[src/rtl/seg7_pkg.sv]
// seg7_pkg: glyph constants, nibble width and reader state type shared by the seg7 checkers
package seg7_pkg;
  localparam int NIB_W = 4;
  localparam logic [6:0] SEG7_GLYPH_0 = 7'b0000001;
  localparam logic [6:0] SEG7_GLYPH_1 = 7'b1001111;
  localparam logic [6:0] SEG7_GLYPH_2 = 7'b0010010;
  localparam logic [6:0] SEG7_GLYPH_3 = 7'b0000110;
  localparam logic [6:0] SEG7_GLYPH_4 = 7'b1001100;
  localparam logic [6:0] SEG7_GLYPH_5 = 7'b0100100;
  localparam logic [6:0] SEG7_GLYPH_6 = 7'b0100000;
  localparam logic [6:0] SEG7_GLYPH_7 = 7'b0001111;
  localparam logic [6:0] SEG7_GLYPH_8 = 7'b0000000;
  localparam logic [6:0] SEG7_GLYPH_9 = 7'b0000100;
  localparam logic [6:0] SEG7_GLYPH_A = 7'b0000010;
  localparam logic [6:0] SEG7_GLYPH_B = 7'b1100000;
  localparam logic [6:0] SEG7_GLYPH_C = 7'b0110001;
  localparam logic [6:0] SEG7_GLYPH_D = 7'b1000010;
  localparam logic [6:0] SEG7_GLYPH_E = 7'b0010000;
  localparam logic [6:0] SEG7_GLYPH_F = 7'b0111000;
  localparam logic [6:0] SEG7_BLANK   = 7'b1111111;
  typedef enum logic [1:0] {IDLE, SETTLING, SAMPLED} rd_state_e;
endpackage

[src/rtl/seg7_glyph_decode.sv]
// seg7_glyph_decode: active-low abcdefg pattern back to a hex nibble, flagging non-glyphs (blank included)
module seg7_glyph_decode
  import seg7_pkg::*;
(
  input  logic [6:0]       seg_n_i,
  output logic [NIB_W-1:0] nibble_o,
  output logic             bad_o
);
  // table lookup; anything that is not one of the sixteen glyphs reads as 0 and bad
  always_comb begin
    nibble_o = '0;
    bad_o = 1'b0;
    case (seg_n_i)
      SEG7_GLYPH_0: nibble_o = 4'h0;
      SEG7_GLYPH_1: nibble_o = 4'h1;
      SEG7_GLYPH_2: nibble_o = 4'h2;
      SEG7_GLYPH_3: nibble_o = 4'h3;
      SEG7_GLYPH_4: nibble_o = 4'h4;
      SEG7_GLYPH_5: nibble_o = 4'h5;
      SEG7_GLYPH_6: nibble_o = 4'h6;
      SEG7_GLYPH_7: nibble_o = 4'h7;
      SEG7_GLYPH_8: nibble_o = 4'h8;
      SEG7_GLYPH_9: nibble_o = 4'h9;
      SEG7_GLYPH_A: nibble_o = 4'hA;
      SEG7_GLYPH_B: nibble_o = 4'hB;
      SEG7_GLYPH_C: nibble_o = 4'hC;
      SEG7_GLYPH_D: nibble_o = 4'hD;
      SEG7_GLYPH_E: nibble_o = 4'hE;
      SEG7_GLYPH_F: nibble_o = 4'hF;
      default:      bad_o = 1'b1;
    endcase
  end
endmodule

[src/rtl/seg7_scan_reader.sv]
// seg7_scan_reader: reads a multiplexed active-low 7-seg bus back into hex frames; SEG7_SCAN_READER_SYNC_EN adds input synchronizers
module seg7_scan_reader
  import seg7_pkg::*;
#(
  parameter int DIGITS = 4,
  parameter int SETTLE = 16
) (
  input  logic                    clk,
  input  logic                    rst_n,
  input  logic [DIGITS-1:0]       an_n,
  input  logic [6:0]              seg_n,
  output logic [NIB_W*DIGITS-1:0] frame_value,
  output logic [DIGITS-1:0]       frame_bad,
  output logic                    frame_valid,
  input  logic                    frame_ready,
  output logic                    overrun
);
  localparam int CW = $clog2(SETTLE + 1);
  localparam logic [CW-1:0] CNT_MAX = CW'(SETTLE);
  logic [DIGITS-1:0] an_s;
  logic [6:0] seg_s;
`ifdef SEG7_SCAN_READER_SYNC_EN
  logic [DIGITS-1:0] an_m_q, an_s_q;
  logic [6:0] seg_m_q, seg_s_q;
  // two-flop synchronizers; all ones out of reset reads as an idle bus
  always_ff @(posedge clk) begin
    if (!rst_n) begin
      {an_m_q, seg_m_q, an_s_q, seg_s_q} <= '1;
    end else begin
      {an_m_q, seg_m_q} <= {an_n, seg_n};
      {an_s_q, seg_s_q} <= {an_m_q, seg_m_q};
    end
  end
  assign an_s = an_s_q;
  assign seg_s = seg_s_q;
`else
  assign an_s = an_n;
  assign seg_s = seg_n;
`endif
  logic [DIGITS-1:0] an_p_q;
  logic [6:0] seg_p_q;
  rd_state_e state_q;
  logic [CW-1:0] cnt_q;
  logic [NIB_W-1:0] nib;
  logic bad;
  logic qual, changed, sample, complete;
  logic [DIGITS-1:0] mask_q, mask_set, mask_nx, slot_bad_q, bad_nx;
  logic [NIB_W*DIGITS-1:0] slot_val_q, val_nx;
  seg7_glyph_decode u_dec (
    .seg_n_i  (seg_s),
    .nibble_o (nib),
    .bad_o    (bad)
  );
  assign qual = $onehot(~an_s);
  assign changed = {an_s, seg_s} != {an_p_q, seg_p_q};
  assign sample = state_q == SETTLING && !changed && cnt_q == CNT_MAX - 1'b1;
  assign mask_set = sample ? ~an_s : '0;
  assign mask_nx = mask_q | mask_set;
  assign complete = sample && &mask_nx;
  // slot contents with the digit being sampled this cycle merged in
  always_comb begin
    val_nx = slot_val_q;
    bad_nx = slot_bad_q;
    for (int d = 0; d < DIGITS; d++) begin
      val_nx[NIB_W*d+:NIB_W] = mask_set[d] ? nib : slot_val_q[NIB_W*d+:NIB_W];
      bad_nx[d] = mask_set[d] ? bad : slot_bad_q[d];
    end
  end
  // settle tracker: count consecutive identical qualified bus cycles, sample once per stable digit
  always_ff @(posedge clk) begin
    if (!rst_n) begin
      state_q <= IDLE;
      cnt_q <= '0;
      an_p_q <= '1;
      seg_p_q <= '1;
    end else begin
      an_p_q <= an_s;
      seg_p_q <= seg_s;
      if (state_q == IDLE || changed) begin
        state_q <= qual ? SETTLING : IDLE;
        cnt_q <= qual ? CW'(1) : '0;
      end else if (state_q == SETTLING) begin
        state_q <= sample ? SAMPLED : SETTLING;
        cnt_q <= cnt_q + 1'b1;
      end
    end
  end
  // frame assembly and output handshake; a completion that cannot be delivered is dropped
  always_ff @(posedge clk) begin
    if (!rst_n) begin
      slot_val_q <= '0;
      slot_bad_q <= '0;
      mask_q <= '0;
      frame_value <= '0;
      frame_bad <= '0;
      frame_valid <= 1'b0;
      overrun <= 1'b0;
    end else begin
      slot_val_q <= val_nx;
      slot_bad_q <= bad_nx;
      mask_q <= complete ? '0 : mask_nx;
      overrun <= complete && frame_valid && !frame_ready;
      if (complete && (!frame_valid || frame_ready)) begin
        frame_value <= val_nx;
        frame_bad <= bad_nx;
        frame_valid <= 1'b1;
      end else if (frame_ready) begin
        frame_valid <= 1'b0;
      end
    end
  end
endmodule

[config.mk]
export PLATFORM = sky130hd
export DESIGN_NAME = seg7_scan_reader
export DESIGN_NICKNAME = d
export VERILOG_FILES = /design/src/rtl/seg7_pkg.sv /design/src/rtl/seg7_glyph_decode.sv /design/src/rtl/seg7_scan_reader.sv
export SDC_FILE = /design/constraint.sdc
export NUM_CORES = 1
export LEC_CHECK = 0
export ABC_AREA = 1
export CAP_MARGIN = 20
export CORE_UTILIZATION = 60
export DETAILED_ROUTE_END_ITERATION = 16
export GPL_ROUTABILITY_DRIVEN = 0
export PLACE_DENSITY = 0.95
export SYNTH_ARGS = -nofsm -noshare
export SYNTH_HDL_FRONTEND = slang
export SYNTH_SLANG_ARGS = --single-unit
[constraint.sdc]
create_clock -name clk -period 3.1 [get_ports clk]
set_input_delay 0.62 -clock clk [delete_from_list [all_inputs] [get_ports clk]]
set_output_delay 0.62 -clock clk [all_outputs]
set_load 0.01 [all_outputs]
==> impl_metrics.csv <==
group,metric,value,unit
status,outcome,"completed",
place,placed_cells,543,
grt,antenna_found_initial,0,
synth,ys_seq_area_share,41.8,%
clock_network,cts_sinks,64,
clock_network,cts_setup_buffers,0,
clock_network,path_clk_slew,70,ps
routing,first_iter_violations,285,
timing,worst_pin_slew,719,ps
run,maxCapViolations,0,
synth,synth_area_leaders,"dfxtp_1 (42%), nand2_1 (15%), nor2_1 (11%), inv_1 (7.4%), nand4_1 (5.5%)",
pwr,total_power,1.67,mW
setup_path,cp-end-kind,"flop",
place,placement.cell_area,0.00347,mm2
clock_network,hold_buffers,0,
floorplan,die_w,73.4,um
pwr,power_density,455,mW/mm2
floorplan,die_area,0.00539,mm2
synth,ys_warn_count,0,
cells_and_area,fin_nets,506,
synth,netlist_top_cells_count,"nand2_1 (124), nor2_1 (90), dfxtp_1 (64)",
floorplan,start_util,63.6,%
pwr,ir_drop,0.000314,V
routing,detailroute.via_count,2946,
cells_and_area,drive_above_1_share,8.54,%
cells_and_area,fin_cells,559,
synth,synth.distinct_cells,28,
synth,synth_top_area_share,41.8,%
clock_network,ctsLongestPathBuffers,2,
synth,yosysMostFrequentCell,"nand2_1",
place,portBuffers,35,
synth,async_flop_share,0,%
clock_network,cts_tree,"built",
cells_and_area,diodes,0,
timing,period_share,86.0,%
grt,busiest_layer,"met2",
synth,syn_avg_cell_area,6.83,um2
grt,grt_overflow,0,
cells_and_area,utilization,76.2,%
setup_path,worstPathArrival,2950,ps
floorplan,core-area,0.00482,mm2
grt,grt_pass1_vias,2652,
synth,synth_seq_cells,64,
synth,synth_cells,448,
setup_path,critical_path.top_delay_family,"simple AND/OR/NAND/NOR gates",
cells_and_area,final_area,0.00367,mm2
synth,synth_edf_count,0,
floorplan,ios,36,
timing,setup_viol,0,
synth,syn-cell-area,0.00306,mm2
grt,grt_max_degree,35,
place,place_hpwl,4.62,mm
routing,viasPerCell,5.27,
clock_network,htree_num_levels,3,
floorplan,fp-row-count,25,
routing,drc,0,
timing,slew_violations,0,
floorplan,die_h,73.4,um
timing,finalSetupTns,0,ps
timing,hold_viol_final,0,
clock_network,cts_resized,0,
grt,grt_pass1_wl,11.6,mm
clock_network,cts_root_buf,"clkbuf_8",
grt,met3_usage,6.45,%
setup_path,cp_num_buf_inv,2,
routing,wirelength,7.04,mm
setup_path,slowest_delay,520,ps
timing,max_freq,375,MHz
cells_and_area,area_growth,19.8,%
timing,slew_headroom,52.0,%
grt,track_usage,28.4,%
pwr,p_leak,1.73,nW
clock_network,clock_latency,340,ps
setup_path,worstPathMaxFanout,20,
timing,fin_skew,6.43,ps
routing,dr.pass1.iters,4,
timing,rsz0062_at_grt,"no",
routing,wire_per_inst,12.6,um
synth,synth_fp_nets,467,
synth,synth-main-ff-cell,"dfxtp_1",
worst_hold_path,hold_path_class,"flop to flop",
setup_path,worstPathCellList,"clkdlybuf4s50_1 > inv_2 > nand2_1 > nand2_1 > nand2_2 > nor2_4 > nand2_4 > nor2_8 > nand3_1 > a21oi_4 > nand4_4 > nor2_4 > nor2_1 > nor2_1",
synth,synth_top_cell_by_area,"dfxtp_1",
timing,post-route-min-period,2670,ps
setup_path,crit_type,"input pin to flop",
setup_path,cp.required,3380,ps
setup_path,cp_slowest_cell,"clkdlybuf4s50_1",
clock_network,cts_inserted_buffers,9,
grt,use_met2,47.6,%
routing,ant_nets,0,
grt,met1_usage,34.7,%
setup_path,cp-start-kind,"input pin",
metrics by stage:
step	hold WS [ps]	setup WS, ps
5_1_grt	493	237
2_1_floorplan	445	996
3_5_place_dp	463	108
6_report	476	434
4_1_cts	473	452
3_3_place_gp	455	227
layer usage:
metal | part of all wire, % | up-vias | wire length (um)
li1 | - | 1464 | -
met1 | 42 | 1354 | 2980
met2 | 48 | 112 | 3410
met3 | 7.2 | 16 | 510
met4 | 1.9 | 0 | 137
met5 | 0 | - | 0
state kept, by name (all words and copies together) (netlist names):
name	count
overrun	1
slot_bad_q	4
slot_val_q	16
an_p_q	4
frame_bad	4
frame_value	16
seg_p_q	7
state_q	2
mask_q	4
frame_valid	1
cnt_q	5
final timing paths:
| kind | start | to | slack (ps) | cells past startpoint |
|---|---|---|---|---|
| setup / recovery | seg_n[0] | frame_bad[0] | 430 | 14 |
| hold / removal | cnt_q[3] | cnt_q[3] | 480 | 2 |
| hold reg to reg | cnt_q[3] | cnt_q[3] | 480 | 2 |
| setup reg to reg | cnt_q[0] | frame_bad[0] | 820 | 10 |
logic make-up (layout without fill, tap and decap cells):
family	count (synthesis)	in the layout	share of synthesized area, %
buf+inv	78	122	10.3
compound gates	20	20	3.92
simple gates	275	275	39.9
xor+xnor	6	6	1.72
flops	64	64	41.8
fa+ha+maj	5	5	2.29
layout make-up:
class,instances,area [um2]
clock buffers,9,124
clock inverters,7,71.3
fillers,366,1150
inverters,64,240
multi-input cells,306,1470
flip-flops and latches,64,1280
well taps,67,83.8
repair buffers,42,403
power breakdown:
| group | leakage [nW] | switching, mW | internal [mW] |
|---|---|---|---|
| Clock | 0.0916 | 0.345 | 0.371 |
| Combinational | 1.12 | 0.0742 | 0.0420 |
| Sequential | 0.519 | 0.00588 | 0.832 |
cell usage in the layout, fill, tap and decap left out, types with 2 or more instances in the layout:
master,count
nor2_1,90
nor2_4,2
ha_1,4
a21oi_1,8
clkinvlp_4,3
dfxtp_1,64
nand4_2,3
nor2_2,2
clkbuf_8,9
nand4_1,27
o21ai_0,8
buf_4,7
inv_2,4
clkinv_2,2
xor2_1,6
nand2_1,124
nand2_2,4
nor3_1,4
clkdlybuf4s50_1,35
inv_1,60
nand3_1,16
worst min-delay path, stage by stage, from the launching register on:
cell,delay (ps)
dfxtp_1,310
nand2_1,60
a21oi_1,60
Power figures use the tool's default switching activity.
